[config.mk]
export PLATFORM = sky130hd
export DESIGN_NAME = uart_rx_fifo
export DESIGN_NICKNAME = d
export VERILOG_FILES = /design/src/rtl/uart_pkg.sv /design/src/rtl/byte_fifo.sv /design/src/rtl/uart_rx_fifo.sv
export SDC_FILE = /design/constraint.sdc
export NUM_CORES = 1
export LEC_CHECK = 0
export CORE_ASPECT_RATIO = 0.6
export CORE_MARGIN = 2
export CORE_UTILIZATION = 64
export CTS_CLUSTER_DIAMETER = 100
export DETAILED_ROUTE_END_ITERATION = 10
export GPL_TIMING_DRIVEN = 0
export PLACE_DENSITY = 0.84
export SYNTH_ARGS = -nofsm -noshare
export SYNTH_HDL_FRONTEND = slang
export SYNTH_SLANG_ARGS = --single-unit
[constraint.sdc]
create_clock -name clk -period 6.8 [get_ports clk]
set_input_delay 1.36 -clock clk [delete_from_list [all_inputs] [get_ports clk]]
set_output_delay 1.36 -clock clk [all_outputs]
set_load 0.05 [all_outputs]
[src/rtl/uart_pkg.sv]
// rtl/uart_pkg.sv - register map, bit positions and CTRL layout shared by the UART receive path
package uart_pkg;

  localparam logic [1:0] RX_DATA   = 2'd0;
  localparam logic [1:0] RX_STATUS = 2'd1;
  localparam logic [1:0] RX_CTRL   = 2'd2;
  localparam logic [1:0] RX_FLUSH  = 2'd3;

  localparam int STAT_OVF   = 7;
  localparam int STAT_FULL  = 6;
  localparam int STAT_EMPTY = 5;

  localparam int CTRL_RX_IE  = 7;
  localparam int CTRL_OVF_IE = 6;
  localparam int CTRL_RSVD   = 5;

  localparam logic [7:0] CTRL_RESET = 8'h01;

  typedef struct packed {
    logic       rx_ie;
    logic       ovf_ie;
    logic       rsvd;
    logic [4:0] thresh;
  } rx_ctrl_t;

endpackage

[src/rtl/byte_fifo.sv]
// rtl/byte_fifo.sv - circular byte FIFO with flush and a dropped-push flag
module byte_fifo #(
  parameter int DEPTH = 16
) (
  input  logic                     clk,
  input  logic                     reset,
  input  logic                     push,
  input  logic [7:0]               push_data,
  input  logic                     pop,
  input  logic                     flush,
  output logic [7:0]               head,
  output logic                     full,
  output logic                     empty,
  output logic [$clog2(DEPTH):0]   count,
  output logic                     dropped
);

  localparam int AW = $clog2(DEPTH);
  localparam int CW = AW + 1;

  logic [7:0]    mem [DEPTH];
  logic [AW-1:0] wr_ptr;
  logic [AW-1:0] rd_ptr;
  logic          do_push;
  logic          do_pop;

  assign full  = (count == CW'(DEPTH));
  assign empty = (count == '0);

  // A pop frees the slot the same-cycle push needs, so a full FIFO still accepts it.
  assign do_pop  = pop & ~empty & ~flush;
  assign do_push = push & ~flush & (~full | do_pop);
  assign dropped = push & ~flush & full & ~do_pop;

  assign head = mem[rd_ptr];

  always_ff @(posedge clk) begin
    if (reset || flush) begin
      wr_ptr <= '0;
      rd_ptr <= '0;
      count  <= '0;
    end else begin
      if (do_push) wr_ptr <= wr_ptr + AW'(1);
      if (do_pop)  rd_ptr <= rd_ptr + AW'(1);
      case ({do_push, do_pop})
        2'b10:   count <= count + CW'(1);
        2'b01:   count <= count - CW'(1);
        default: count <= count;
      endcase
    end
  end

  always_ff @(posedge clk) begin
    if (!reset && do_push) mem[wr_ptr] <= push_data;
  end

endmodule

[src/rtl/uart_rx_fifo.sv]
// rtl/uart_rx_fifo.sv - UART receive buffer with CPU register interface and level/overflow interrupt
module uart_rx_fifo
  import uart_pkg::*;
#(
  parameter int DEPTH = 16,
  parameter int CW    = $clog2(DEPTH) + 1
) (
  input  logic       clk,
  input  logic       reset,
  input  logic [7:0] i_rx_data,
  input  logic       i_rx_valid,
  input  logic       cs,
  input  logic       rwb,
  input  logic [1:0] addr,
  input  logic [7:0] i_data,
  output logic [7:0] o_data,
  output logic       irqb
);

  logic          rd_acc;
  logic          wr_acc;
  logic          pop;
  logic          flush;
  logic          status_wr;
  logic          ctrl_wr;
  logic [7:0]    head;
  logic          full;
  logic          empty;
  logic [CW-1:0] count;
  logic [4:0]    count5;
  logic          dropped;
  logic          overflow;
  rx_ctrl_t      ctrl_q;
  logic [7:0]    status;
  logic          level_hit;

  assign rd_acc    = cs & rwb;
  assign wr_acc    = cs & ~rwb;
  assign pop       = rd_acc & (addr == RX_DATA);
  assign flush     = wr_acc & (addr == RX_FLUSH);
  assign status_wr = wr_acc & (addr == RX_STATUS);
  assign ctrl_wr   = wr_acc & (addr == RX_CTRL);

  byte_fifo #(.DEPTH(DEPTH)) u_fifo (
    .clk       (clk),
    .reset     (reset),
    .push      (i_rx_valid),
    .push_data (i_rx_data),
    .pop       (pop),
    .flush     (flush),
    .head      (head),
    .full      (full),
    .empty     (empty),
    .count     (count),
    .dropped   (dropped)
  );

  assign count5 = 5'(count);

  // A drop in the same cycle as a clear leaves overflow set so the loss is never hidden.
  always_ff @(posedge clk) begin
    if (reset || flush)
      overflow <= 1'b0;
    else if (dropped)
      overflow <= 1'b1;
    else if (status_wr && i_data[STAT_OVF])
      overflow <= 1'b0;
  end

  always_ff @(posedge clk) begin
    if (reset)
      ctrl_q <= rx_ctrl_t'(CTRL_RESET);
    else if (ctrl_wr)
      ctrl_q <= rx_ctrl_t'(i_data & ~(8'h01 << CTRL_RSVD));
  end

  assign level_hit = ctrl_q.rx_ie & (count5 >= ctrl_q.thresh) & (ctrl_q.thresh != 5'd0);

  always_ff @(posedge clk) begin
    if (reset)
      irqb <= 1'b1;
    else
      irqb <= ~(level_hit | (ctrl_q.ovf_ie & overflow));
  end

  always_comb begin
    status             = '0;
    status[STAT_OVF]   = overflow;
    status[STAT_FULL]  = full;
    status[STAT_EMPTY] = empty;
    status[4:0]        = count5;
  end

  always_comb begin
    o_data = 8'h00;
    case (addr)
      RX_DATA:   o_data = empty ? 8'h00 : head;
      RX_STATUS: o_data = status;
      RX_CTRL:   o_data = ctrl_q;
      default:   o_data = 8'h00;
    endcase
  end

endmodule

==> metrics.md, run 1 <==
| Metric | Value |
|---|---|
| Top cells by area, synth | edfxtp_1 (60%), mux4_2 (14%), dfxtp_1 (8.2%) |
| Die height | 81.3 um |
| First-pass GRT wire length | 20700 um |
| Starting density of the core | 65.2% |
| Final worst path period share | 72.9% |
| Crit path max fanout | 10 |
| Synth Cell Area | 6370 um2 |
| Global Route Usage Sum | 27.7% |
| Final setup TNS | 0 ns |
| Area of the multi-input gates | 1880 um2 |
| Wirelength, routed | 14100 um |
| Crit path DAT | 3.60 ns |
| Critical path depth | 6 |
| Iter 0 DRT Violations | 459 |
| Measured slew at the worst slew-check pin | 0.997 ns |
| Power Internal | 1.64 mW |
| GR Overflow Total | 0 |
| Die area | 10800 um2 |
| Max rail drop VDD | 0.241 mV |
| CP delay by family, top | buffers and inverters |
| # hold bufs at CTS | 0 |
| Slowest CP cell | clkdlybuf4s50_1 |
| Leakage | 2.37 nW |
| Sw Ratio | 23.2% |
| Yosys top cell area share | 60.3% |
| Detailed Place HPWL | 9400 um |
| Clk_skew | 0.0137 ns |
| Synth cell types | 40 |
| Sink Count | 154 |
| Vias in the first global route | 3451 |
| Startpoint Class | flip-flop |
| # setup viols final | 0 |
| # fillers | 545 |
| YS warnings | 0 |
| Logic pwr share | 7.1% |
| Seq/Total Area, Yosys | 68.5% |
| Syn Inst Count | 377 |
| PwrDens | 288 nW/um2 |
| Vias | 3682 |
| CTS Buffer Depth | 2 |
| DRT Pass-1 Iters | 4 |
| FF+latch count, synth | 154 |
| Psw | 0.495 mW |
| Final ANT Viol Nets | 0 |
| DRC | 0 |
| Reg-to-reg critical path startpoint | u_fifo.count[1] |
| Total of max-cap violations | 0 |
| Number of synthesized flops with an enable pin | 128 |
| Max Freq | 202 MHz |
| Width of the die | 133 um |
| Avg Synthesized Cell Area | 16.9 um2 |
| Post-synth ARST share | 0% |
| Element type at the critical path end | output port |
| Synthesized Nets | 411 |
| Antenna violations before repair | 0 |
| Critical path cell sequence | buf_1 -> mux4_2 -> mux4_2 -> a22oi_1 -> o21ai_1 -> clkdlybuf4s50_1 |
| Largest net degree at the start of global routing | 17 |
| Hold Crit Class | reg2reg |
| Buffers on Ports | 30 |
| Most frequent cell on the critical path | mux4_2 |
| Drt via density | 6.41 |
| Core outline area | 9770 um2 |
| Clk Tree Root Cell | clkbuf_16 |
| # rows | 28 |
| Placer Congestion | 0.864 |
| Clock Latency Late Sink | 0.42 ns |
| RSZ-0062 raised after global routing | no |
| CTS tree | yes |
| H-tree depth | 4 |
| Clock share of power | 44.0% |
| TritonCTS buffer count | 17 |
| Main synth FF type | edfxtp_1 |
| Final min period | 4.96 ns |
| Boundary Pins | 32 |
| CTS clk-pin slew, worst paths | 0.07 ns |
| Worst path max stage delay | 0.75 ns |
| Flip-flop and latch area | 4360 um2 |
| CP Data Required Time | 5.44 ns |
| R2R setup slack | 3.91 ns |
| Outcome | finished, final reports clean |
| Reg2reg path depth | 7 |
| Post CTS Setup Buffer Count | 0 |
| Ant diodes | 0 |
| Routed WL per cell | 24.5 um |
| Design Power | 2.14 mW |
| Final Max Tran Viols | 0 |
| Layout area overhead | 16.6% |
| Reg2reg end | u_fifo.mem[3][0] |
| Worst setup path end | o_data[3] |
| Nets | 460 |
| Number of hold violations in the final report | 0 |
| Critical path class | reg2out |
| CP bufs+invs | 2 |
| Slew HR | 33.3% |
| Layout cells sized above 1 | 18.7% |
| Part of the power in registers | 48.8% |
| CTS resizes | 0 |
| Area leader, netlist | edfxtp_1 |
[power groups by stage]
stage	Combinational (mW)	Sequential (mW)	Clock [mW]
2_1_floorplan	0.0931	1.06	0
3_3_place_gp	0.142	1.06	0
3_5_place_dp	0.148	1.06	0
4_1_cts	0.151	1.04	0.943
5_1_grt	0.164	1.04	0.983
6_report	0.153	1.04	0.940
[state kept, by name, indices dropped and copies added (netlist names), named ones only]
register       count
ctrl_q             7
overflow           1
irqb               1
u_fifo.wr_ptr      4
u_fifo.rd_ptr      4
u_fifo.mem       128
u_fifo.count       5
[cells in the mapped netlist (3+ instances only)]
library cell	number
edfxtp_1	128
nor2_1	50
mux4_2	40
dfxtp_1	26
nand2_1	16
a21oi_1	13
ha_1	11
inv_1	8
clkbuf_1	7
xnor2_1	7
mux2i_1	6
o21ai_1	6
a22oi_1	5
nor2b_1	5
buf_1	4
buf_6	4
or4_1	4
xor2_1	4
nand4_1	3
o21ai_0	3
[cells in the final DEF, fill, tap and decap left out, types with 5 or more instances in the layout]
master,count
a21oi_1,13
a22oi_1,5
clkbuf_1,7
clkbuf_16,17
clkdlybuf4s50_1,30
dfxtp_1,26
edfxtp_1,128
ha_1,11
inv_1,8
mux2i_1,6
mux4_2,40
nand2_1,16
nor2_1,50
nor2b_1,5
o21ai_1,6
xnor2_1,7
[stage by stage]
stage	util (%)	hold slack, ns	instance area [um2]	setup slack (ns)	std cells
after floorplan	-	0.476	6370	2.53	377
after detailed placement	70.0	0.546	6840	1.96	542
after CTS	76.0	0.564	7430	1.83	574
after global routing	76.0	0.591	7430	1.73	574
final	76.0	0.559	7430	1.84	574
after global placement	70.0	0.503	6840	1.98	542
[worst min path at each step]
stage,to,cells after the start,from
floorplan,ctrl_q[7],2,ctrl_q[7]
global placement,ctrl_q[7],2,ctrl_q[7]
detailed placement,irqb,2,ctrl_q[6]
CTS,u_fifo.rd_ptr[1],2,u_fifo.rd_ptr[1]
global route,ctrl_q[7],2,ctrl_q[7]
finish,u_fifo.rd_ptr[1],2,u_fifo.rd_ptr[1]
[cells by family (layout without fill, tap and decap cells)]
| kind of cell | after synthesis | in the layout | synth area share [%] |
|---|---|---|---|
| flip-flops | 154 | 154 | 68.5 |
| buffers and inverters | 25 | 87 | 1.98 |
| XOR/XNOR | 11 | 11 | 1.51 |
| multiplexers | 46 | 46 | 15.1 |
| adder cells (fa/ha/maj) | 11 | 11 | 2.16 |
| AND/OR/NAND/NOR | 94 | 94 | 7.21 |
| AO/OA/AOI/OAI | 36 | 36 | 3.55 |
[worst min-delay path, cell delays in order (launching register included)]
cell	delay (ns)
dfxtp_1	0.32
mux2i_1	0.12
nor2_1	0.06
[routing by layer]
metal	vias up	wire (um)	track usage [%]
met5	-	0	0
met1	1868	6200	42.3
met4	0	126	7.74
met3	13	1390	8.61
met2	223	6360	39.1
li1	1578	-	-
[cell type report]
class | count | share of cell area [%]
Tap cell | 135 | 2.27
Inverter | 8 | 0.404
Buffer | 17 | 1.30
Clock buffer | 17 | 5.73
Multi-Input combinational cell | 198 | 25.3
Clock inverter | 15 | 2.17
Sequential cell | 154 | 58.8
Timing Repair Buffer | 30 | 4.04
Note: power is estimated with default switching activity, not from simulation.
==> run 2, diff against run 1 <==
--- a/config.mk
+++ b/config.mk
@@ -7,11 +7,11 @@
 export LEC_CHECK = 0
 export CORE_ASPECT_RATIO = 0.6
 export CORE_MARGIN = 2
-export CORE_UTILIZATION = 64
+export CORE_UTILIZATION = 54
 export CTS_CLUSTER_DIAMETER = 100
 export DETAILED_ROUTE_END_ITERATION = 10
 export GPL_TIMING_DRIVEN = 0
-export PLACE_DENSITY = 0.84
+export PLACE_DENSITY = 0.76
 export SYNTH_ARGS = -nofsm -noshare
 export SYNTH_HDL_FRONTEND = slang
 export SYNTH_SLANG_ARGS = --single-unit
==> constraint.sdc (replaced) <==
create_clock -name clk -period 4.4 [get_ports clk]
set_input_delay 0.88 -clock clk [delete_from_list [all_inputs] [get_ports clk]]
set_output_delay 0.88 -clock clk [all_outputs]
set_load 0.05 [all_outputs]
==> metrics.md, run 2 (synthesized netlist as in run 1, its figures left out) <==
| Metric | Value |
|---|---|
| Outcome | finished, final reports clean |
| Flip-flop and latch area | 4360 um2 |
| Top Registers | u_fifo.mem: 128 flops, ctrl_q: 7 flops, u_fifo.count: 5 flops |
| Layout cells sized above 1 | 19.1% |
| DRC | 0 |
| Iter 0 DRT Violations | 443 |
| Hold Crit Class | reg2reg |
| Wirelength, routed | 13600 um |
| Hold depth | 2 |
| Width of the die | 144 um |
| Core outline area | 11400 um2 |
| Routed WL per cell | 22.7 um |
| Placer Congestion | 0.842 |
| Vias | 3613 |
| Max Freq | 241 MHz |
| Startpoint Class | flip-flop |
| Final setup margin | 0.243 ns |
| Worst slack at placement | 0.415 ns |
| Buffers on Ports | 30 |
| Final setup TNS | 0 ns |
| Number of hold violations in the final report | 0 |
| Global Route Usage Sum | 23.3% |
| CTS clk-pin slew, worst paths | 0.07 ns |
| Top reg by flops | u_fifo.mem |
| R2R setup slack | 1.52 ns |
| Final worst path period share | 94.5% |
| Most frequent cells in the layout | edfxtp_1 (128), nor2_1 (50), mux4_2 (40) |
| # setup viols final | 0 |
| Hold_sp | ctrl_q[7] |
| Largest net degree at the start of global routing | 17 |
| Crit path max fanout | 10 |
| # rows | 30 |
| CTS Buffer Depth | 2 |
| Reg2reg end | u_fifo.mem[3][6] |
| Leakage | 2.36 nW |
| Final min period | 4.16 ns |
| Vias in the first global route | 3332 |
| CTS tree | yes |
| Ant diodes | 0 |
| DRT Pass-1 Iters | 5 |
| # hold bufs at CTS | 0 |
| Detailed Place HPWL | 9390 um |
| CP Data Required Time | 3.52 ns |
| Die height | 88.1 um |
| First-pass GRT wire length | 20200 um |
| Boundary Pins | 32 |
| Hold endpoint | ctrl_q[7] |
| CTS resizes | 2 |
| Starting density of the core | 55.8% |
| Reg2reg path depth | 7 |
| Element type at the critical path end | output port |
| TritonCTS buffer count | 17 |
| Nets | 460 |
| # fillers | 797 |
| GR Overflow Total | 0 |
| Layout area overhead | 16.4% |
| Sink Count | 154 |
| Clk Tree Root Cell | clkbuf_16 |
| Drt via density | 6.03 |
| Max FFs per register | 128 |
| RSZ-0062 raised after global routing | no |
| Max rail drop VDD | 0.310 mV |
| Measured slew at the worst slew-check pin | 1.06 ns |
| Die area | 12700 um2 |
| Post CTS Setup Buffer Count | 0 |
| Clock Latency Late Sink | 0.42 ns |
| Crit path DAT | 3.28 ns |
| H-tree depth | 4 |
| Final Max Tran Viols | 0 |
| Clk_skew | 0.00786 ns |
| Final ANT Viol Nets | 0 |
| Critical path class | reg2out |
| Antenna violations before repair | 0 |
| PwrDens | 430 nW/um2 |
| Area of the multi-input gates | 1880 um2 |
| Most common cell after layout, fill and taps aside | edfxtp_1 |
| Reg-to-reg critical path startpoint | u_fifo.count[1] |
| Total of max-cap violations | 0 |
| Slew HR | 29.4% |
run 2: final cells by class:
class / count / area share [%]
tap: 160 / 2.70
sequential: 154 / 58.8
inverter: 8 / 0.405
clock inverter: 12 / 1.13
buffer: 17 / 1.35
timing repair buffer: 30 / 4.05
clock buffer: 20 / 6.17
multi-input combinational: 198 / 25.4
run 2: per-layer routing:
layer  vias up  part of all wire (%)  GRT usage (%)
li1       1579                     -              -
met1      1834                    47           37.4
met2       184                    42           31.2
met3        16                    10           6.83
met4         0                   1.0           6.35
met5         -                     0              0
run 2: critical path: stages, from the launching register on:
cell	delay (ns)
dfxtp_1	0.51
buf_2	0.40
mux4_2	0.40
mux4_2	0.50
a21oi_1	0.20
o21ai_1	0.11
clkdlybuf4s50_1	0.73
run 2: report_power, final:
group,total (mW),switching (mW),internal [mW]
registers,1.61,0.0160,1.60
logic,0.231,0.137,0.0937
clock network,1.35,0.587,0.759
total,3.19,0.740,2.45
run 2: how the worst max path moves through the flow:
stage / depth (start not counted) / endpoint / slack, ns / startpoint
2_1_floorplan: 5 / o_data[4] / 1.05 / flip-flop
3_3_place_gp: 6 / o_data[6] / 0.47 / addr[0]
3_5_place_dp: 6 / o_data[3] / 0.41 / flip-flop
4_1_cts: 6 / o_data[7] / 0.02 / flip-flop
5_1_grt: 6 / o_data[7] / 0.17 / flip-flop
6_report: 6 / o_data[6] / 0.24 / flip-flop
run 2: metrics by stage:
stage	std cells	utilization [%]	instance area, um2	power (mW)	hold WS [ns]
3_5_place_dp	567	60.2	6870	1.87	0.521
2_1_floorplan	377	-	6370	1.78	0.476
4_1_cts	599	65.0	7420	3.20	0.543
6_report	599	65.0	7420	3.19	0.541
5_1_grt	599	65.0	7420	3.28	0.571
3_3_place_gp	567	60.2	6870	1.86	0.508
